==> src/rtl/fifo_packer_if.sv <==
// Serial-in and FIFO-push signal bundle for fifo_packer.
// slave = the packer itself, master = whoever drives the serial bits and owns the FIFO.
interface fifo_packer_if #(parameter int W = 2);
    logic         sin;
    logic         sin_valid;
    logic         sin_ready;
    logic         full;
    logic         push;
    logic [W-1:0] data;

    modport slave  (input  sin, sin_valid, full,
                    output sin_ready, push, data);
    modport master (output sin, sin_valid, full,
                    input  sin_ready, push, data);
endinterface

==> src/rtl/fifo_packer.sv <==
// Bit-serial (LSB first) to W-bit word packer feeding a FIFO push/in port, honouring full.
// Optional feature: define PARITY_EN for a trailing even-parity bit per word and parity_err.
module fifo_packer #(
    parameter int W  = 2,
    parameter int CW = 8
) (
    input  logic          clk,
    input  logic          reset,
    fifo_packer_if.slave  bus,
    output logic [CW-1:0] words_pushed
`ifdef PARITY_EN
    ,
    output logic          parity_err
`endif
);
    localparam int BW = $clog2(W);

    typedef enum logic [1:0] {COLLECT, PARITY, HOLD} state_t;

    state_t         state_q, state_d;
    logic [BW-1:0]  bitcnt_q, bitcnt_d;
    logic [W-1:0]   shreg_q, shreg_d;
    logic [W-1:0]   data_q, data_d;
    logic [CW-1:0]  cnt_q, cnt_d;
`ifdef PARITY_EN
    logic           perr_q, perr_d;
`endif
    logic           sin_ready;
    logic           push;
    logic           accept;

    // Handshake outputs are combinational so a falling full pushes in the same cycle.
    assign sin_ready = reset && (state_q != HOLD);
    assign push      = reset && (state_q == HOLD) && !bus.full;
    assign accept    = bus.sin_valid && sin_ready;

    assign bus.sin_ready = sin_ready;
    assign bus.push      = push;
    assign bus.data      = data_q;
    assign words_pushed  = cnt_q;
`ifdef PARITY_EN
    assign parity_err    = perr_q;
`endif

    always_comb begin
        state_d  = state_q;
        bitcnt_d = bitcnt_q;
        shreg_d  = shreg_q;
        data_d   = data_q;
        cnt_d    = cnt_q;
`ifdef PARITY_EN
        perr_d   = 1'b0;
`endif
        case (state_q)
            COLLECT: begin
                if (accept) begin
                    shreg_d[bitcnt_q] = bus.sin;
                    if (bitcnt_q == BW'(W-1)) begin
                        bitcnt_d = '0;
`ifdef PARITY_EN
                        state_d  = PARITY;
`else
                        data_d   = shreg_d;
                        state_d  = HOLD;
`endif
                    end else begin
                        bitcnt_d = bitcnt_q + BW'(1);
                    end
                end
            end
`ifdef PARITY_EN
            PARITY: begin
                if (accept) begin
                    // Even parity: word XOR parity bit must be zero; bad words never reach data.
                    if (^{bus.sin, shreg_q}) begin
                        perr_d  = 1'b1;
                        state_d = COLLECT;
                    end else begin
                        data_d  = shreg_q;
                        state_d = HOLD;
                    end
                end
            end
`endif
            HOLD: begin
                if (push) begin
                    cnt_d   = cnt_q + CW'(1);
                    state_d = COLLECT;
                end
            end
            default: state_d = COLLECT;
        endcase
    end

    always_ff @(posedge clk) begin
        if (!reset) begin
            state_q  <= COLLECT;
            bitcnt_q <= '0;
            shreg_q  <= '0;
            data_q   <= '0;
            cnt_q    <= '0;
`ifdef PARITY_EN
            perr_q   <= 1'b0;
`endif
        end else begin
            state_q  <= state_d;
            bitcnt_q <= bitcnt_d;
            shreg_q  <= shreg_d;
            data_q   <= data_d;
            cnt_q    <= cnt_d;
`ifdef PARITY_EN
            perr_q   <= perr_d;
`endif
        end
    end
endmodule

==> src/flat_wrapper.sv <==
// flat-port wrapper written by rule: the top's interface ports become plain ports
module fifo_packer_flat 
#(
    parameter int W  = 2,
    parameter int CW = 8
)
  (clk, reset, words_pushed, bus_sin, bus_sin_valid, bus_full, bus_sin_ready, bus_push, bus_data);
  fifo_packer_if #(.W(W)) bus_i ();
  input  logic clk;
  input  logic reset;
  output logic [CW-1:0] words_pushed;
  input wire logic [$bits(bus_i.sin)-1:0] bus_sin;
  input wire logic [$bits(bus_i.sin_valid)-1:0] bus_sin_valid;
  input wire logic [$bits(bus_i.full)-1:0] bus_full;
  output wire logic [$bits(bus_i.sin_ready)-1:0] bus_sin_ready;
  output wire logic [$bits(bus_i.push)-1:0] bus_push;
  output wire logic [$bits(bus_i.data)-1:0] bus_data;
  assign bus_i.sin = bus_sin;
  assign bus_i.sin_valid = bus_sin_valid;
  assign bus_i.full = bus_full;
  assign bus_sin_ready = bus_i.sin_ready;
  assign bus_push = bus_i.push;
  assign bus_data = bus_i.data;
  fifo_packer #(.W(W), .CW(CW)) u_core (.clk(clk), .reset(reset), .bus(bus_i), .words_pushed(words_pushed));
endmodule
==> config.mk <==
export PLATFORM = sky130hd
export DESIGN_NAME = fifo_packer_flat
export DESIGN_NICKNAME = d
export VERILOG_FILES = /design/src/rtl/fifo_packer_if.sv /design/src/rtl/fifo_packer.sv /design/src/flat_wrapper.sv
export SDC_FILE = /design/constraint.sdc
export NUM_CORES = 1
export LEC_CHECK = 0
export BUFFER_PORTS_ARGS = -buffer_cell sky130_fd_sc_hd__buf_2
export CAP_MARGIN = 20
export CORE_MARGIN = 2
export CORE_UTILIZATION = 32
export DETAILED_ROUTE_END_ITERATION = 7
export PLACE_DENSITY_LB_ADDON = 0.12
export SETUP_SLACK_MARGIN = 0.5
export SLEW_MARGIN = 30
export SYNTH_ARGS = -nofsm -noshare
export SYNTH_HDL_FRONTEND = slang
export SYNTH_SLANG_ARGS = --single-unit
==> constraint.sdc <==
create_clock -name clk -period 1.9 [get_ports clk]
set_clock_uncertainty 0.1 [all_clocks]
set_input_delay 0.38 -clock clk [delete_from_list [all_inputs] [get_ports clk]]
set_output_delay 0.38 -clock clk [all_outputs]
set_load 0.005 [all_outputs]
[Word level (Yosys, flattened, before mapping)]
Index checks and enable logic that the tools add are counted.
W data, S select, Z words.
Storage, ports and cells
  flip-flop bits (word level): 15
Cells by class
  $add $sub $neg: 2
  order comparisons: 2
  equal/unequal tests: 5
  multiplexer cells: 8
  reduce and logical (&&, ||, !) cells: 11
Operators with widths (count)
  $add A8 B1 Y8 const B: 1
  $mux W2: 3
  $reduce_and A3 Y1: 2
  $logic_and A1 B1 Y1: 5
  $ne A2 B1 Y1 const B: 2
  $ne A2 B2 Y1 const B: 2
  $pmux W2 S2: 1
  $reduce_and A2 Y1: 2
  $bwmux W2: 1
  $eq A2 B2 Y1 const B: 1
  $logic_not A2 Y1: 1
  $lt A1 B2 Y1 const B: 1
  $mux W1: 2
  $add A1 B1 Y1 const B: 1
  $demux W1 S1: 1
  $ge A1 B1 Y1 const B: 1
  $logic_not A1 Y1: 1

[Depth between registers and ports, before layout]
  depth after elaboration: 5
  mapped depth: 4
  depth with buffers taken out: 4

[Worst setup path before layout]
No wires, ideal clock.
  path type: reg-to-reg
  start: register u_core.cnt_q[0] (netlist: u_core.words_pushed[0])
  end: register u_core.cnt_q[6] (netlist: u_core.words_pushed[6])
  library setup time: 0.070 ns
  arrival time: 1.282 ns
  data required time: 1.730 ns
  slack: 0.448 ns
  cell stages (with the launch flop): 5
  clock period less this slack: 1.452 ns
  path through: dfxtp_1 -> ha_1 -> nand3b_2 -> or4_1 -> a21oi_1
Between the ends
  cells in the longest elaborated chain, start to end: 1
RTL lines
  start: declaration: RTL line fifo_packer.sv:24  | logic [CW-1:0] cnt_q, cnt_d;
  start signal: assignment: RTL line fifo_packer.sv:110  | cnt_q <= cnt_d;
  $add A8 B1 Y8: RTL line fifo_packer.sv:87  | cnt_d = cnt_q + CW'(1);
Every way passes these cells.
A chain may end at the register's enable or synchronous reset.

[Worst setup path after layout]
  start: register u_core.state_q[1]
  end: output bus_push
Between the ends
  cells in the longest elaborated chain, start to end: 3
RTL lines
  start: declaration: RTL line fifo_packer.sv:20  | state_t state_q, state_d;
  start signal: assignment: RTL line fifo_packer.sv:106  | state_q <= state_d;
  $eq A2 B2 Y1: RTL line fifo_packer.sv:34  | assign push = reset && (state_q == HOLD) && !bus.full;
  $logic_and A1 B1 Y1 (2 in series): RTL line fifo_packer.sv:34
  end: declaration: RTL line flat_wrapper.sv:16  | output wire logic [$bits(bus_i.push)-1:0] bus_push;
Every way passes these cells.

==> out/metrics.cfg <==
[sta]
slew-limit-headroom = 0.8369
fmax_mhz = 683.4
maxSlewViolCount = 0
whs_ps = 272.0
rsz0062_at_grt = true
fin_crit_sh = 0.7701
worst_slew_pin_slew_ps = 242.7
setup_tns_ps = 0
hold_viol = 0
min_period_ps = 1463
setup_violations = 0

[worst_setup_path]
required_ps = 1420
startpoint_type = register
path_max_fanout = 2
critPathSlowestCell = dfxtp_4
crit_path_cell_trace = nor2b_4 > and2_1 > buf_2
reg2reg_slack_ps = 570
end_kind = output port
reg2regPathDepth = 4
crit_type = register to output port
cpLargestDelayFamily = flip-flops
reg2reg_from = u_core.state_q[1]$_SDFFE_PN0P_
reg2reg_to = u_core.words_pushed[5]$_SDFFE_PN0P_
worstPathArrival_ps = 980
critPathMaxStageDelay_ps = 350
critPathBufInv = 1

[floorplan]
fp-row-count = 15
die-area_mm2 = 0.002085
die_w_um = 45.67
die_y_um = 45.67
num_io_pins = 17
start_util = 0.3326
core_mm2 = 0.001670

[grt]
grt_max_degree = 13
overflow = 0
antenna_found_initial = 0
grt_use_total = 0.1305
grt_pass1_vias = 433
grt_pass1_wl_um = 1856

[synth]
synth_top_family_by_area = simple AND/OR/NAND/NOR gates
synth_edf_count = 0
synth_area_leaders = dfxtp_1 (47%), mux2i_1 (7.2%), a21oi_1 (5.4%), nor2_1 (4.7%), xnor2_1 (4.7%)
synthMuxAreaShare = 0.07207
yosysMostFrequentCell = dfxtp_1
synth_cell_types = 23
ys_top_cells_by_count = dfxtp_1 (13), nor2_1 (7), a21oi_1 (6), nand2_1 (5), mux2i_1 (4)
synth_xor_area_frac = 0.04730
synth.ff_latch_count = 13
synth_top_area_frac = 0.4685
yosysSeqAreaShare = 0.4685
yosysTopAreaCell = dfxtp_1
synth_nets = 68
synthArstFlopShare = 0
synth_area_um2 = 555.5
synth_adder_area_share = 0.02252
syn_inst = 62
synth_flop_cell = dfxtp_1
synth_compound_area_frac = 0.09459
syn_avg_cell_area_um2 = 8.960
yosysWarnings = 0
yosys.area_share.simple = 0.2680

[clock_network]
cts_tree = done
cts.sinks = 13
cts_root_buf = clkbuf_4
htreeDepth = 1
clock_latency_ps = 280
cts_max_path_buffers = 2
clk_pin_slew_ps = 80
cts_made_buffers = 3

[placed_design]
place_congestion = 0.6806
io_buffers = 16
place_area_um2 = 684.4
post-dp-hpwl_um = 800.1

[run]
max-cap-violations = 0

[min_path]
hold_start = bus_sin
hp-class = input pin to register
min_path_cells = 3
min_to = u_core.shreg_q[0]$_SDFFE_PN0P_

[layout]
final_area_um2 = 800.8
fin_nets = 95
drive_above_1_share = 0.4091
n_antenna_cell = 0
syn2layout_area_growth_pct = 44.14
seq_area_um2 = 269.0
multi_input_area_um2 = 332.8
fillers = 163

[power_and_ir_drop]
power_density_mw_per_mm2 = 645.7
power_leakage_nw = 0.3603
power_switching_mw = 0.1257
p_int_mw = 0.3913
clkPwrFrac = 0.334
power_frac_seq = 0.554
p_comb_frac = 0.111
ir_worst_vdd_v = 0.0004244
switching_share = 0.2432

[routing]
dr.pass1.iters = 3
highest_layer = met3
wl_met2_um = 563
route.vias.total = 508
wl_per_cell_um = 11.56
drt-initial-drc-count = 9
final_antenna_net_count = 0
route.detailed.drc = 0
wl_met1_um = 583
wl_met3_um = 67
routed_wl_um = 1214
via_per_inst = 4.838

[status]
status = complete, no violations

[what timing repair did]
action / in CTS / in global routing
pin swaps: 3 / 2
setup buffers: 5 / 1
setup endpoints to repair: 3 / 6
resized for setup: 8 / 4
hold buffers: 0 / 0
[stage by stage]
stage / worst slack, ps / utilization / instances / power, mW
after floorplan: 515.8 / - / 62 / 0.3210
after global placement: 411.3 / 0.4097 / 95 / 0.3383
after detailed placement: 394.7 / 0.4097 / 95 / 0.3384
after CTS: 420.0 / 0.4629 / 104 / 0.5275
after global routing: 378.2 / 0.4794 / 105 / 0.5528
final: 436.7 / 0.4794 / 105 / 0.5171
[tightest hold or removal path: stages]
cell and delay, ps:
buf_2 90, mux2i_1 60, nor2_1 80
[metal layers]
layer	vias up	track usage
met1	228	0.1546
met2	14	0.1944
met3	0	0.07143
met5	-	0
li1	266	-
met4	0	0.05294
[cell families (layout without fill, tap and decap cells)]
group	after synthesis	after routing
AND/OR/NAND/NOR	27	27
flip-flops	13	13
AO/OA/AOI/OAI	10	10
XOR/XNOR	3	3
adder cells (fa/ha/maj)	1	1
buffers and inverters	4	30
multiplexers	4	4
[power by group through the flow]
| stage | clock, mW | combinational, mW | sequential (mW) |
|---|---|---|---|
| after global placement | 0 | 0.0428 | 0.296 |
| after global routing | 0.202 | 0.0636 | 0.288 |
| after CTS | 0.186 | 0.0563 | 0.286 |
| final | 0.173 | 0.0576 | 0.287 |
| after detailed placement | 0 | 0.0426 | 0.296 |
| after floorplan | 0 | 0.0264 | 0.295 |
[layout make-up]
class	count	share of cell area
multi-input combinational	45	0.4156
tap	17	0.02656
inverter	3	0.01406
sequential	13	0.3359
clock buffer	4	0.03281
timing repair buffer	23	0.1750
[cell usage in the layout (no fill, tap or decap), types with 2 or more instances in the layout]
cell      instances
buf_2            16
dfxtp_1          10
nor2_1            6
a21oi_1           6
nand2_1           5
buf_4             5
mux2i_1           4
inv_1             3
xnor2_1           3
o21ai_0           3
or3_1             3
clkbuf_4          3
buf_6             2
dfxtp_4           2
[worst max-delay path by stage]
stage	from	end	depth (start not counted)	slack (ps)
finish	u_core.state_q[1]$_SDFFE_PN0P_	bus_push	3	440
detailed placement	u_core.state_q[1]$_SDFFE_PN0P_	bus_push	3	390
CTS	u_core.state_q[1]$_SDFFE_PN0P_	bus_push	3	420
floorplan	u_core.words_pushed[0]$_SDFFE_PN0P_	u_core.words_pushed[6]$_SDFFE_PN0P_	4	520
global route	u_core.state_q[1]$_SDFFE_PN0P_	bus_push	3	380
global placement	bus_full	u_core.words_pushed[6]$_SDFFE_PN0P_	4	410
[flip-flops by register name (all words and copies together), names as in the netlist]
signal / cells
u_core.bitcnt_q: 1
u_core.bus.data: 2
u_core.shreg_q: 1
u_core.state_q: 1
u_core.words_pushed: 8
Power figures use the tool's default switching activity.
